`src/rtl/bisection_ctrl.sv`:
```
// Bisection root-search controller: computes midpoints with an external serial adder,
// hands each midpoint to an f(x) evaluator over req/ack and reports the bracketed root.
// States: IDLE wait start | LOAD pulse adder | ADD_WAIT let adder finish | EVAL await f_ack
//         UPDATE close-or-continue check | DONE one-cycle completion pulse
module bisection_ctrl #(
    parameter int ADD_CYCLES = 9,
    parameter int MAX_ITER   = 8,
    parameter int F_TIMEOUT  = 255
) (
    input  logic       clock,
    input  logic       reset,
    input  logic       start,
    input  logic [7:0] lo_in,
    input  logic [7:0] hi_in,
    output logic       busy,
    output logic       done,
    output logic       err,
    output logic [7:0] root,
    output logic [3:0] iters,
    output logic       add_load,
    output logic [7:0] add_a,
    output logic [7:0] add_b,
    input  logic [7:0] add_sum,
    output logic       f_req,
    output logic [7:0] f_x,
    input  logic       f_ack,
    input  logic       f_pos,
    input  logic       f_zero
);

    typedef enum logic [2:0] {
        S_IDLE,
        S_LOAD,
        S_ADD_WAIT,
        S_EVAL,
        S_UPDATE,
        S_DONE
    } state_t;

    state_t     r_state, w_state_nxt;
    logic [7:0] r_lo, r_hi, r_mid, r_root;
    logic [7:0] w_lo_nxt, w_hi_nxt, w_mid_nxt, w_root_nxt;
    logic [3:0] r_iters, w_iters_nxt;
    logic       r_err, w_err_nxt;
    logic [7:0] r_wcnt, w_wcnt_nxt;
    logic [7:0] r_tcnt, w_tcnt_nxt;
    logic [7:0] w_span_in;
    logic [7:0] w_span;

    assign w_span_in = hi_in - lo_in;
    assign w_span    = r_hi - r_lo;

    always_ff @(posedge clock) begin
        if (reset) begin
            r_state <= S_IDLE;
            r_lo    <= 8'd0;
            r_hi    <= 8'd0;
            r_mid   <= 8'd0;
            r_root  <= 8'd0;
            r_iters <= 4'd0;
            r_err   <= 1'b0;
            r_wcnt  <= 8'd0;
            r_tcnt  <= 8'd0;
        end else begin
            r_state <= w_state_nxt;
            r_lo    <= w_lo_nxt;
            r_hi    <= w_hi_nxt;
            r_mid   <= w_mid_nxt;
            r_root  <= w_root_nxt;
            r_iters <= w_iters_nxt;
            r_err   <= w_err_nxt;
            r_wcnt  <= w_wcnt_nxt;
            r_tcnt  <= w_tcnt_nxt;
        end
    end

    always_comb begin
        w_state_nxt = r_state;
        w_lo_nxt    = r_lo;
        w_hi_nxt    = r_hi;
        w_mid_nxt   = r_mid;
        w_root_nxt  = r_root;
        w_iters_nxt = r_iters;
        w_err_nxt   = r_err;
        w_wcnt_nxt  = r_wcnt;
        w_tcnt_nxt  = r_tcnt;
        busy        = 1'b1;
        done        = 1'b0;
        add_load    = 1'b0;
        f_req       = 1'b0;

        case (r_state)
            S_IDLE: begin
                busy = 1'b0;
                if (start) begin
                    w_err_nxt   = 1'b0;
                    w_iters_nxt = 4'd0;
                    w_lo_nxt    = lo_in;
                    w_hi_nxt    = hi_in;
                    if (lo_in > hi_in) begin
                        w_err_nxt   = 1'b1;
                        w_root_nxt  = 8'd0;
                        w_state_nxt = S_DONE;
                    end else if (w_span_in <= 8'd1) begin
                        w_root_nxt  = lo_in;
                        w_state_nxt = S_DONE;
                    end else begin
                        w_state_nxt = S_LOAD;
                    end
                end
            end
            S_LOAD: begin
                add_load    = 1'b1;
                w_wcnt_nxt  = 8'(ADD_CYCLES);
                w_state_nxt = S_ADD_WAIT;
            end
            S_ADD_WAIT: begin
                w_wcnt_nxt = r_wcnt - 8'd1;
                if (r_wcnt <= 8'd1) begin
                    // Halved operands drop both LSBs; add the carry they would have made.
                    w_mid_nxt   = add_sum + {7'd0, r_lo[0] & r_hi[0]};
                    w_tcnt_nxt  = 8'd0;
                    w_state_nxt = S_EVAL;
                end
            end
            S_EVAL: begin
                f_req = 1'b1;
                if (f_ack) begin
                    w_iters_nxt = r_iters + 4'd1;
                    if (f_zero) begin
                        w_root_nxt  = r_mid;
                        w_err_nxt   = 1'b0;
                        w_state_nxt = S_DONE;
                    end else if (f_pos) begin
                        w_hi_nxt    = r_mid;
                        w_state_nxt = S_UPDATE;
                    end else begin
                        w_lo_nxt    = r_mid;
                        w_state_nxt = S_UPDATE;
                    end
                end else if (r_tcnt >= 8'(F_TIMEOUT - 1)) begin
                    w_err_nxt   = 1'b1;
                    w_root_nxt  = r_lo;
                    w_state_nxt = S_DONE;
                end else begin
                    w_tcnt_nxt = r_tcnt + 8'd1;
                end
            end
            S_UPDATE: begin
                if (w_span <= 8'd1 || r_iters == 4'(MAX_ITER)) begin
                    w_root_nxt  = r_lo;
                    w_state_nxt = S_DONE;
                end else begin
                    w_state_nxt = S_LOAD;
                end
            end
            S_DONE: begin
                done        = 1'b1;
                w_state_nxt = S_IDLE;
            end
            default: begin
                w_state_nxt = S_IDLE;
            end
        endcase
    end

    assign err   = r_err;
    assign root  = r_root;
    assign iters = r_iters;
    assign add_a = {1'b0, r_lo[7:1]};
    assign add_b = {1'b0, r_hi[7:1]};
    assign f_x   = r_mid;

endmodule
```
`config.mk`:
```
export PLATFORM = sky130hd
export DESIGN_NAME = bisection_ctrl
export DESIGN_NICKNAME = d
export VERILOG_FILES = /design/src/rtl/bisection_ctrl.sv
export SDC_FILE = /design/constraint.sdc
export NUM_CORES = 1
export LEC_CHECK = 0
export BUFFER_PORTS_ARGS = -buffer_cell sky130_fd_sc_hd__buf_2
export CORE_MARGIN = 2
export CORE_UTILIZATION = 55
export CTS_CLUSTER_SIZE = 8
export DETAILED_ROUTE_END_ITERATION = 16
export PLACE_DENSITY = 0.79
export SYNTH_ARGS = -nofsm -noshare
export SYNTH_HDL_FRONTEND = slang
export SYNTH_SLANG_ARGS = --single-unit
```
`constraint.sdc`:
```
create_clock -name clock -period 5.3 [get_ports clock]
set_input_delay 0.795 -clock clock [delete_from_list [all_inputs] [get_ports clock]]
set_output_delay 0.795 -clock clock [all_outputs]
set_load 0.02 [all_outputs]
```
* Word-level counts from Yosys, hierarchy flattened
Index checks and enable logic that the tools add are counted.
** Operators by class
- Reduce and logical (&&, ||, !) cells :: 14
- Bitwise operators :: 1
- Equal/unequal tests :: 18
- Magnitude comparators :: 5
- Mux-type cells :: 45
- Add/sub/neg operators :: 6
** Operators by type and width (count)
- $mux 8 :: 18
- $pmux 8 s2 :: 4
- $le 8x1->1 const B :: 3
- $pmux 8 s3 :: 1
- $mux 3 :: 7
- $ne 2x2->1 const B :: 9
- $sub 8x8->8 :: 2
- $pmux 3 s5 :: 1
- $mux 1 :: 10
- $reduce_and 5->1 :: 2
- $ne 3x3->1 const B :: 3
- $add 8x1->8 :: 1
- $add 8x1->8 const B :: 1
- $ge 8x8->1 const B :: 1
- $gt 8x8->1 :: 1
- $mux 4 :: 2
- $pmux 4 s2 :: 1
- $reduce_and 4->1 :: 2
- $sub 8x1->8 const B :: 1
- $eq 3x2->1 const B :: 2
- $eq 3x3->1 const B :: 2
- $reduce_and 3->1 :: 2
- $reduce_and 6->1 :: 1
- $reduce_bool 2->1 :: 3
- other kinds (9) :: 9
** Word-level totals
- Input port bits :: 30
- Bits in registers :: 56
- Output and inout port bits :: 41
- Logic and storage cells :: 98

* Logic depth before layout (Yosys ltp)
- Depth in word-level cells :: 6
- Depth in mapped cells :: 10
- Depth with buffers taken out :: 10

* Worst setup path before layout
OpenSTA, ideal clock, no wires.
- Path kind :: in2reg
- Start point :: input port hi_in[0]
- End point :: register r_root[0], in the netlist root[0]
- Data arrival time :: 2678 ps
- Stages on the path :: 10
- Library setup time :: 148 ps
- Path slack :: 2473 ps
- Buffers on the path :: 0
- Required time :: 5152 ps
- Cells stage by stage :: inv_1 ha_1 fa_1 nand2b_1 a21oi_1 o21ba_2 o2111a_1 a32oi_1 o22ai_1 a22oi_1
** Between the ends
- Word-level cells in the longest chain between the ends :: 4
- Elaborated cells between the ends (all ways) :: 8
- Those cells by class :: add/sub (1); order compare (2); eq/ne (1); mux (3); reduce/logical (1)
** Ends and longest elaborated chain
- start: declaration :: line 14 : input logic [7:0] hi_in,
- $sub 8x8->8 or $gt 8x8->1 (tied branches) :: line 50, 100
- $le 8x1->1 or $mux 8 (tied branches) :: line 104, 100
- $ne 3x3->1 (no line) or $mux 8 (tied branches)
- $reduce_and 6->1 (no line) or $pmux 8 s3 (tied branches)
- end signal: assignment :: line 69 : r_root <= w_root_nxt;
- end: declaration :: line 41 : logic [7:0] r_lo, r_hi, r_mid, r_root;
Several ways; a longest one is shown, not always the timed one. The select of a mux whose other input is x is not followed.
A chain may end at the register's enable or synchronous reset.

* Worst setup path after layout
- Start point :: register r_state[1]
- End point :: register r_lo[1]
** Between the ends
- Word-level cells in the longest chain between the ends :: 3
- Elaborated cells between the ends (all ways) :: 9
- Those cells by class :: eq/ne (5); mux (1); reduce/logical (3)
** Ends and longest elaborated chain
- start: declaration :: line 40 : state_t r_state, w_state_nxt;
- start signal: assignment :: line 65 : r_state <= w_state_nxt;
- $eq 3x2->1 or $logic_not 3->1 (tied branches) :: line 92 : case (r_state)
- $ne 2x2->1 (no line) or $reduce_bool 2->1 (tied branches)
- $reduce_and 5->1 (no line)
- end signal: assignment :: line 66 : r_lo <= w_lo_nxt;
- end: declaration :: line 41
Several ways; a longest one is shown, not always the timed one.

==> flow_results.org <==
** Setup path
- Startpoint kind of the worst setup timing path :: flop
- Data required time of the worst path :: 5.52 ns
- The worst register-to-register path begins at r_state[1].
- Type of destination of the critical path :: flop
- Worst setup path category :: reg -> reg
- Maximum fanout count along the critical path :: 16
- The largest single stage delay on the critical path is 0.84 ns.
- Origin of the worst setup path :: r_state[1]
- Traced cell by cell, the critical path runs through nand3b_1 -> buf_4 -> nand2_1 -> o21ai_0 -> or2_2 -> o31ai_2 -> nor2_1 -> a211oi_1.
- For this design, the slowest cell found on the critical path is o31ai_2.
- Data arrives at the worst endpoint at 3.56 ns.

** STA
- Max_slew headroom :: 21.7%
- At the pin with the least slew margin, the transition time is 1.17 ns.
- The final count of hold timing violations came to 0.
- The max-slew violation total from the final report came to 0.
- The clock arrives with 0.00926 ns of skew.
- Setup violation total in the final timing report :: 0
- Summed over all failing endpoints, the final setup total negative slack is 0 ns.
- Static timing analysis puts the maximum clock frequency at 299 MHz.
- Clock period minus final worst setup slack :: 3.34 ns
- Final period util :: 63.1%
- Setup repair after global routing left no endpoint under its margin.

** Pwr
- Switch Pwr :: 0.972 mW
- The worst-case IR drop observed on VDD is 0.270 mV.
- The share of total power dissipated in combinational logic is 52.2%.
- Overall power after layout :: 2.14 mW
- Static power due to leakage :: 1.80 nW
- Switching Fraction :: 45.4%
- Power per cell area :: 526 nW/um2
- Per report_power, the clock group accounts for 15.1% of the total.
- Cell internal power was estimated by the tool at 1.17 mW.
- In this run, flip-flops and latches consume 32.7% of the power.

** GRT
- GRT met3 Usage :: 5.10%
- The number of antenna violations at the first check in global routing is 0.
- Via count of the first global-routing pass :: 3,127
- Met2 global-route usage :: 38.9%
- Global routing consumed, on the met1 layer, 35.1% of the routing resources.
- Pin count of the biggest net entering global routing :: 51
- The total overflow left after global routing is 0.
- GRT Resource Usage Total :: 25.1%
- The first global-routing pass estimated 14,900 um of wire.
- Top Usage Layer GRT :: met2

** Clock tree
- Clock latency at the later pin of the worst-skew pair :: 0.32 ns
- After clock tree synthesis, the flow added hold-fix buffers numbering 0.
- Once the clock tree was built, the setup fixing pass inserted 0 buffers.
- Worst-path clk slew :: 0.10 ns
- TritonCTS Buffers :: 5
- In this run the number of H-tree levels came out at 2.
- Clock net sink count :: 56
- Clk buf depth :: 2
- Cell at the root of the clock tree :: clkbuf_8
- Once the clock tree was built, the resizer swapped 0 gates to a different size.
- TritonCTS built the clock tree.

** Yosys
- The synthesized netlist contains 56 unique library cells.
- For this run, the leading register cell type out of synthesis is dfxtp_1.
- Syn. warnings :: 0
- Total of flip-flops plus latches after synthesis :: 56
- The share of the Yosys chip area taken by registers is 30.4%.
- Synthesis handed over a netlist of 460 instances.
- Netlist area before placement :: 3690 um2
- Post-synth EDFFs :: 0
- A synthesized cell averages 8.03 um2.
- After synthesis, the share of flip-flops with an asynchronous set or reset is 0%.
- In the post-synthesis netlist, the biggest area contributors are dfxtp_1, ha_1, nor2_1.
- Top cell type's share of synthesized area :: 30.4%
- Cell taking the most area after synthesis :: dfxtp_1

** Status
- Status :: complete, no violations

** Detailed routing
- Once detail routing completed, the nets flagged for antenna violations numbered 0.
- Routed vias :: 3,511
- In this run, the number of DRC markers left after iteration 0 of detailed routing was 286.
- After detailed routing, the average wire length per cell comes to 15.5 um.
- In the routed design, unresolved DRC markers number 0.
- Total wirelength of the detailed-routed design :: 9060 um
- The first TritonRoute pass finished after 6 iterations.
- Using the TritonRoute via totals, the vias-per-cell ratio works out to 6.02.

** Job
- Max-cap violations :: 0

** Floorplan
- Die extent in x :: 85.9 um
- IO Count :: 71
- Die boundary height :: 85.9 um
- For this configuration, the core starts out at a cell density of 57.5%.
- Number of rows created at floorplan :: 29
- Core Area :: 6420 um2
- The floorplan step defined a die boundary enclosing 7380 um2.

** Placed design
- At the end of routability-driven placement, the weighted congestion stood at 0.931.
- The placed instances occupy a cell area of 3940 um2.
- Cell count after placement :: 576
- Port Buffer Count :: 68
- DP HPWL :: 6830 um

** Final layout
- Fraction of layout cells with a size suffix above 1 :: 17.2%
- Final standard cell area without fillers :: 4070 um2
- In the layout the commonest cells are buf_2, nor2_1, dfxtp_1, a21oi_1, inv_1.
- Post-layout instance count excluding filler cells :: 583
- 0 antenna diodes ended up in the layout.
- At the end of the flow, the number of nets in the layout was 562.
- The library cell used most frequently in the layout, excluding fill and tap cells, is buf_2.
- Area Overhead vs Synth :: 10.3%

** Worst hold path
- The path class of the tightest hold or removal check is reg -> reg.
- The startpoint identified for the worst hold timing path is root[2].
cell families (layout without fill, tap and decap cells):
| group | Yosys count | in the layout | synth area share (%) |
|---|---|---|---|
| compound gates | 126 | 126 | 23.7 |
| mux | 6 | 6 | 1.69 |
| other cells | 1 | 2 | 0.102 |
| xor+xnor | 22 | 22 | 5.22 |
| fa+ha+maj | 26 | 26 | 9.22 |
| flops | 56 | 56 | 30.4 |
| simple gates | 157 | 157 | 20.7 |
| buf+inv | 66 | 111 | 9.01 |
routing by layer:
metal	up-vias	share of wire, %
li1	1708	-
met1	1652	45
met2	136	45
met3	15	8.0
met4	0	1.8
met5	-	0
area by class of cell:
class                           instances  area [um2]
Clock inverter                          2        60.1
Timing Repair Buffer                   70         355
Multi-Input combinational cell        339        2240
Inverter                               34         128
Clock buffer                            5        68.8
Fill cell                             568        2350
Sequential cell                        56        1120
Tap cell                               77        96.3
worst paths after layout:
check	slack, ns	depth (start not counted)	end
max	1.96	8	r_lo[1]
min	0.49	2	root[2]
max reg2reg	1.96	8	r_lo[1]
min reg2reg	0.49	2	root[2]
Yosys cell counts, drive strengths merged, types with 4 or more instances:
cell	number
a21oi	39
buf	21
xnor2	9
and2	10
a22oi	9
nor3	7
nand2b	17
clkbuf	11
dfxtp	56
or3	4
nand4	7
nand2	17
nor2	66
a211oi	24
nand3	11
inv	34
mux2i	4
xor2	13
o21ai	14
a222oi	8
ha	24
worst max-delay path, delay by kind of cell (launching register included):
kind | cells | cell delay [ns]
compound gates | 3 | 1.23
simple gates | 4 | 1.03
flops | 1 | 0.62
buf+inv | 1 | 0.36
power groups by stage:
stage / logic [mW] / clock network [mW] / registers (mW)
2_1_floorplan: 0.865 / 0 / 0.699
3_3_place_gp: 1.07 / 0 / 0.698
3_5_place_dp: 1.10 / 0 / 0.703
4_1_cts: 1.11 / 0.327 / 0.694
5_1_grt: 1.24 / 0.346 / 0.719
6_report: 1.12 / 0.324 / 0.700
state kept, by name, indices dropped and copies added, names as in the netlist:
register / count
f_x: 8
r_hi: 8
r_lo: 8
r_tcnt: 8
r_wcnt: 8
root: 8
iters: 4
r_state: 3
err: 1
per-stage QoR:
step	setup slack [ns]	util [%]	hold slack, ns
2_1_floorplan	2.47	-	0.451
3_3_place_gp	2.07	61.4	0.467
3_5_place_dp	1.96	61.4	0.477
4_1_cts	2.04	63.4	0.498
5_1_grt	1.64	63.4	0.521
6_report	1.96	63.4	0.492
Note: power is estimated with default switching activity, not from simulation.
